--- src/rtl/arrow_scheduler.sv ---
// Rhythm-game arrow sequencer: generates LFSR-driven arrow codes, scrolls them
// toward the hit slot once per scroll step, judges presses and tracks combos.
module arrow_scheduler #(
    parameter int         NUM_SLOTS  = 4,
    parameter int         TICK_DIV   = 25_000_000,
    parameter int         COMBO_BITS = 8,
    parameter logic [5:0] LFSR_SEED  = 6'h2D
) (
    input  logic                    clk,
    input  logic                    arst_i,
    input  logic [1:0]              state_i,
    input  logic [3:0]              btn_i,
    output logic [5*NUM_SLOTS-1:0]  slots_o,
    output logic [COMBO_BITS-1:0]   combo_o,
    output logic [COMBO_BITS-1:0]   max_combo_o,
    output logic                    hit_o,
    output logic                    miss_o,
    output logic                    step_o
);

    localparam int CNT_W = (TICK_DIV > 1) ? $clog2(TICK_DIV) : 1;
    localparam logic [CNT_W-1:0]       CNT_LAST   = CNT_W'(TICK_DIV - 1);
    localparam logic [4:0]             CODE_NONE  = 5'd20;
    localparam logic [5*NUM_SLOTS-1:0] SLOTS_NONE = {NUM_SLOTS{5'd20}};
    localparam logic [COMBO_BITS-1:0]  COMBO_MAX  = {COMBO_BITS{1'b1}};
    localparam logic [1:0]             ST_GAME    = 2'd0;
    localparam logic [1:0]             ST_RESET   = 2'd2;

    // Required button mask {up,down,left,right} for an arrow code.
    function automatic logic [3:0] arrow_mask(input logic [4:0] code);
        case (code)
            5'd10:   arrow_mask = 4'b1000;
            5'd11:   arrow_mask = 4'b0100;
            5'd12:   arrow_mask = 4'b0010;
            5'd13:   arrow_mask = 4'b0001;
            5'd14:   arrow_mask = 4'b1100;
            5'd15:   arrow_mask = 4'b1010;
            5'd16:   arrow_mask = 4'b1001;
            5'd17:   arrow_mask = 4'b0110;
            5'd18:   arrow_mask = 4'b0101;
            5'd19:   arrow_mask = 4'b0011;
            default: arrow_mask = 4'b0000;
        endcase
    endfunction

    // Upper LFSR nibble selects an arrow; values above 10 produce an empty slot.
    function automatic logic [4:0] arrow_code(input logic [5:0] q);
        logic [3:0] v;
        v = q[5:2];
        if (v <= 4'd10) begin
            arrow_code = 5'd10 + {1'b0, v};
        end else begin
            arrow_code = CODE_NONE;
        end
    endfunction

    function automatic logic [5:0] lfsr_next(input logic [5:0] q);
        lfsr_next = {q[4:0], q[5] ^ q[4]};
    endfunction

    logic [CNT_W-1:0]       cnt_r,     cnt_s;
    logic [5:0]             lfsr_r,    lfsr_s;
    logic [3:0]             pressed_r, pressed_s;
    logic [5*NUM_SLOTS-1:0] slots_r,   slots_s;
    logic [COMBO_BITS-1:0]  combo_r,   combo_s;
    logic [COMBO_BITS-1:0]  max_r,     max_s;
    logic                   hit_r,     hit_s;
    logic                   miss_r,    miss_s;
    logic                   step_r,    step_s;
    logic [3:0]             judge_s;
    logic [3:0]             req_s;
    logic [COMBO_BITS-1:0]  combo_inc_s;

    // Next-state: counting, judging at a step, scrolling, and the RESET game state.
    always_comb begin
        cnt_s       = cnt_r;
        lfsr_s      = lfsr_r;
        pressed_s   = pressed_r;
        slots_s     = slots_r;
        combo_s     = combo_r;
        max_s       = max_r;
        hit_s       = 1'b0;
        miss_s      = 1'b0;
        step_s      = 1'b0;
        // A press landing on the step cycle itself still counts for the outgoing arrow.
        judge_s     = pressed_r | btn_i;
        req_s       = arrow_mask(slots_r[4:0]);
        combo_inc_s = (combo_r == COMBO_MAX) ? combo_r : combo_r + COMBO_BITS'(1);

        case (state_i)
            ST_GAME: begin
                if (cnt_r == CNT_LAST) begin
                    step_s    = 1'b1;
                    cnt_s     = {CNT_W{1'b0}};
                    pressed_s = 4'b0000;
                    lfsr_s    = lfsr_next(lfsr_r);
                    if (req_s != 4'b0000) begin
                        if (judge_s == req_s) begin
                            hit_s   = 1'b1;
                            combo_s = combo_inc_s;
                            if (combo_inc_s > max_r) begin
                                max_s = combo_inc_s;
                            end else begin
                                max_s = max_r;
                            end
                        end else begin
                            miss_s  = 1'b1;
                            combo_s = {COMBO_BITS{1'b0}};
                        end
                    end else if (judge_s != 4'b0000) begin
                        miss_s  = 1'b1;
                        combo_s = {COMBO_BITS{1'b0}};
                    end else begin
                        combo_s = combo_r;
                    end
                    for (int i = 0; i < NUM_SLOTS - 1; i++) begin
                        slots_s[5*i +: 5] = slots_r[5*(i+1) +: 5];
                    end
                    slots_s[5*(NUM_SLOTS-1) +: 5] = arrow_code(lfsr_r);
                end else begin
                    cnt_s     = cnt_r + CNT_W'(1);
                    pressed_s = pressed_r | btn_i;
                end
            end
            ST_RESET: begin
                cnt_s     = {CNT_W{1'b0}};
                slots_s   = SLOTS_NONE;
                lfsr_s    = LFSR_SEED;
                pressed_s = 4'b0000;
                combo_s   = {COMBO_BITS{1'b0}};
            end
            default: begin
                cnt_s = cnt_r;
            end
        endcase
    end

    // State and output registers; arst_i clears everything including the best combo.
    always_ff @(posedge clk or posedge arst_i) begin
        if (arst_i) begin
            cnt_r     <= {CNT_W{1'b0}};
            lfsr_r    <= LFSR_SEED;
            pressed_r <= 4'b0000;
            slots_r   <= SLOTS_NONE;
            combo_r   <= {COMBO_BITS{1'b0}};
            max_r     <= {COMBO_BITS{1'b0}};
            hit_r     <= 1'b0;
            miss_r    <= 1'b0;
            step_r    <= 1'b0;
        end else begin
            cnt_r     <= cnt_s;
            lfsr_r    <= lfsr_s;
            pressed_r <= pressed_s;
            slots_r   <= slots_s;
            combo_r   <= combo_s;
            max_r     <= max_s;
            hit_r     <= hit_s;
            miss_r    <= miss_s;
            step_r    <= step_s;
        end
    end

    assign slots_o     = slots_r;
    assign combo_o     = combo_r;
    assign max_combo_o = max_r;
    assign hit_o       = hit_r;
    assign miss_o      = miss_r;
    assign step_o      = step_r;

endmodule

--- config.mk ---
export PLATFORM = sky130hd
export DESIGN_NAME = arrow_scheduler
export DESIGN_NICKNAME = d
export VERILOG_FILES = /design/src/rtl/arrow_scheduler.sv
export SDC_FILE = /design/constraint.sdc
export NUM_CORES = 1
export LEC_CHECK = 0
export BUFFER_PORTS_ARGS = -buffer_cell sky130_fd_sc_hd__buf_2
export CAP_MARGIN = 20
export CELL_PAD_IN_SITES_DETAIL_PLACEMENT = 1
export CELL_PAD_IN_SITES_GLOBAL_PLACEMENT = 1
export CORE_MARGIN = 10
export CORE_UTILIZATION = 40
export CTS_CLUSTER_DIAMETER = 120
export CTS_CLUSTER_SIZE = 24
export DETAILED_ROUTE_END_ITERATION = 10
export PLACE_DENSITY_LB_ADDON = 0.12
export SLEW_MARGIN = 20
export SYNTH_ARGS = -nofsm -noshare
export SYNTH_HDL_FRONTEND = slang
export SYNTH_SLANG_ARGS = --single-unit
--- constraint.sdc ---
create_clock -name clk -period 5.57 [get_ports clk]
set_input_delay 0.557 -clock clk [delete_from_list [all_inputs] [get_ports clk]]
set_output_delay 0.557 -clock clk [all_outputs]
set_load 0.01 [all_outputs]
==> implementation parameters <==
Parameter                              Value

Setup path
  Capturing element type of the critical path ... flip-flop
  Crit path required time ... 5.82 ns
  Critical Path, Cell by Cell ... ha_1, inv_1, nor2_1, nand4_1, nand4_1, xnor2_1, ha_1, nand3_1, o22ai_1, nor2_1, o21ai_0, and4bb_1, mux2_2
  Worst Setup Path Type ... reg2reg
  Slowest-stage cell, CP ... sky130_fd_sc_hd__and4bb_1
  Worst Path Arrival ... 3.82 ns
  Register-to-Register Path Depth ... 13
  Startpoint type of the worst setup path ... flip-flop
  Worst Path Max Fanout ... 8
  Critical path's largest stage delay ... 0.49 ns

Die
  Area of the die ... 14100 um2
  Row Count ... 36
  Die Wd ... 119 um
  Boundary Pins ... 47
  Effective utilization at floorplan ... 0.406
  Std-Cell Core Area ... 9640 um2
  Die Span Y ... 119 um

Clocking
  Insertion delay to the later sink of the worst-skew pair ... 0.36 ns
  Gates resized, CTS repair ... 0
  Clock tree buffer depth ... 2
  Hold buffer count at CTS ... 0
  Root Buffer Master ... sky130_fd_sc_hd__clkbuf_8
  CTS tree ... built
  Deepest level of the CTS H-tree ... 3
  Clk pin slew, worst setup/hold paths ... 0.09 ns
  Postcts setup bufs ... 0
  Number of clock buffers inserted by TritonCTS ... 9
  TritonCTS Sinks ... 74

STA
  Final-report max-slew violation count ... 0
  Setup-failing EPs final ... 0
  Final setup skew ... 0.0134 ns
  Worst rel slew slack ... 0.359
  Tcrit/Tclk final ... 0.641
  Setup repair after global routing missed its margin ... false
  Hold violation count in the final report ... 0
  Accumulated negative setup slack ... 0 ns
  Transition time at the pin with the least slew margin ... 0.962 ns
  Timing-limited maximum frequency ... 0.280 GHz
  Post-layout minimum cycle time ... 3.57 ns

Synth
  Synth unique cells ... 52
  Synthesized net count ... 414
  Yosys synthesis warning count ... 0
  Main area contributors after synthesis ... sky130_fd_sc_hd__dfrtp_1 40%, sky130_fd_sc_hd__dfstp_2 8.1%, sky130_fd_sc_hd__ha_1 6.1%
  Area leader, netlist ... sky130_fd_sc_hd__dfrtp_1
  Sequential cell area fraction in the yosys report ... 0.477
  Cells after Synth ... 387
  Flip-flop and latch count after synthesis ... 74
  Cell area after synthesis ... 3920 um2
  Top cell type's share of synthesized area ... 0.396
  Share of async-settable or async-resettable flops after synthesis ... 1.00
  Synthesized area divided by synthesized cell count ... 10.1 um2
  Top FF cell, synth ... sky130_fd_sc_hd__dfrtp_1
  Post-synth EDFFs ... 0

Route
  Violation count after the first detailed-route iteration ... 190
  Detailed Route WL ... 10100 um
  Via density per instance ... 5.48
  Total via count in the routed design ... 3139
  Number of iterations in the first detailed-routing pass ... 4
  DRC ... 0
  Antenna-violating nets left ... 0
  Mean routed wirelength per cell ... 17.7 um

Power
  Leakage power figure ... 2.04 nW
  Largest voltage drop on the vdd net ... 0.000111 V
  Pwr per Cell Area ... 252 nW/um2
  Power after layout ... 1.14 mW

Final layout
  Share of layout cells above drive strength 1 ... 0.216
  Number of nets in the layout ... 462
  Synth-to-layout area growth ... 15.7%
  Layout filler cell count ... 1123
  Area of the multi-input gates ... 1940 um2
  Storage cell area ... 1870 um2
  Total inserted antenna cells ... 0

Place
  Count of buffers from port buffering ... 46
  Routability cong. ... 0.798
  Post-DP HPWL ... 7090 um

Global route
  Maximum number of pins on one net before global-route repair ... 75
  GRT Total Usage ... 0.147
  Vias in the first global route ... 3328
  Antenna violations before repair ... 0
  Remaining global-route overflow ... 0
  Global-route wire length before repair ... 17100 um

Run
  Max-capacitance violation count ... 0

Run status
  Run status ... finished, final reports clean

Hold path
  Instance count along the most critical hold path ... 3
  Worst min-delay path category ... in2reg
## critical path, delay by kind of cell (launching register included)
kind	cells	cell delay, ns
compound gates	2	0.38
xor+xnor	1	0.13
fa+ha+maj	2	0.62
buf+inv	1	0.06
flops	1	0.48
mux	1	0.39
simple gates	6	1.42
## per-layer routing
layer / global-route usage / share of wire
met5: 0 / 0
met4: 0.0519 / 0.012
met3: 0.0321 / 0.029
met2: 0.240 / 0.48
met1: 0.188 / 0.48
## worst paths after layout
path / endpoint / slack [ns] / start
max: max_combo_o[3] / 2.00 / combo_o[0]
min: pressed_r[0] / 0.45 / btn_i[0]
max reg2reg: max_combo_o[3] / 2.00 / combo_o[0]
min reg2reg: pressed_r[0] / 0.49 / pressed_r[0]
max in group asynchronous: slots_o[1] / 4.46 / arst_i
min in group asynchronous: max_combo_o[6] / 0.47 / arst_i
## flip-flops by register name (all words and copies together) (netlist names)
name,flops
cnt_r,25
slots_o,20
combo_o,8
max_combo_o,8
lfsr_r,6
pressed_r,4
hit_o,1
miss_o,1
step_o,1
## power breakdown
group | switching, mW | leakage [nW] | total (mW) | internal (mW)
combinational | 0.0417 | 0.947 | 0.0626 | 0.0209
clock | 0.218 | 0.113 | 0.518 | 0.299
sequential | 0.0112 | 0.978 | 0.563 | 0.552
total | 0.271 | 2.04 | 1.14 | 0.872
## cell usage in the layout, fill, tap and decap left out, drive strengths merged, types with 13 or more instances in the layout
cell and count:
nor2 31, o21ai 22, a22o 16, dfrtp 62
nand2 35, nor3 13, inv 19, buf 48
ha 19, a21oi 15, nand3 17
## per-stage QoR
step | worst slack, ns | utilization | hold WS [ns] | instance area, um2 | std cells
finish | 2.00 | 0.470 | 0.452 | 4530 | 573
global route | 1.68 | 0.470 | 0.473 | 4530 | 573
CTS | 1.98 | 0.470 | 0.441 | 4530 | 573
detailed placement | 2.06 | 0.445 | 0.475 | 4290 | 557
global placement | 2.33 | 0.445 | 0.469 | 4290 | 557
floorplan | 2.63 | - | 0.454 | 3920 | 387
## cells in the mapped netlist, types with 6 or more instances
library cell,instances
sky130_fd_sc_hd__dfrtp_1,62
sky130_fd_sc_hd__xnor2_1,12
sky130_fd_sc_hd__ha_1,19
sky130_fd_sc_hd__dfstp_2,12
sky130_fd_sc_hd__nand2_1,34
sky130_fd_sc_hd__nor3_1,12
sky130_fd_sc_hd__nor2_1,31
sky130_fd_sc_hd__clkbuf_1,6
sky130_fd_sc_hd__o21ai_0,22
sky130_fd_sc_hd__inv_1,18
sky130_fd_sc_hd__nand3_1,17
sky130_fd_sc_hd__mux2_2,8
sky130_fd_sc_hd__a22o_1,16
sky130_fd_sc_hd__nand4_1,9
sky130_fd_sc_hd__xor2_1,9
sky130_fd_sc_hd__a21oi_1,15
## cells by family (layout without fill, tap and decap cells)
kind of cell | after synthesis | in the layout | synth area share
xor+xnor | 21 | 21 | 0.0470
mux | 11 | 11 | 0.0307
flops | 74 | 74 | 0.477
compound gates | 86 | 86 | 0.150
simple gates | 146 | 146 | 0.203
fa+ha+maj | 19 | 19 | 0.0607
buf+inv | 30 | 83 | 0.0319
## area by class of cell
| cell class | instances | share of cell area |
|---|---|---|
| timing repair buffer | 48 | 0.0541 |
| tap | 133 | 0.0367 |
| inverter | 19 | 0.0157 |
| clock inverter | 6 | 0.0251 |
| clock buffer | 10 | 0.0282 |
| sequential | 74 | 0.412 |
| multi-input combinational | 283 | 0.428 |
(Power assumes the default switching activity.)
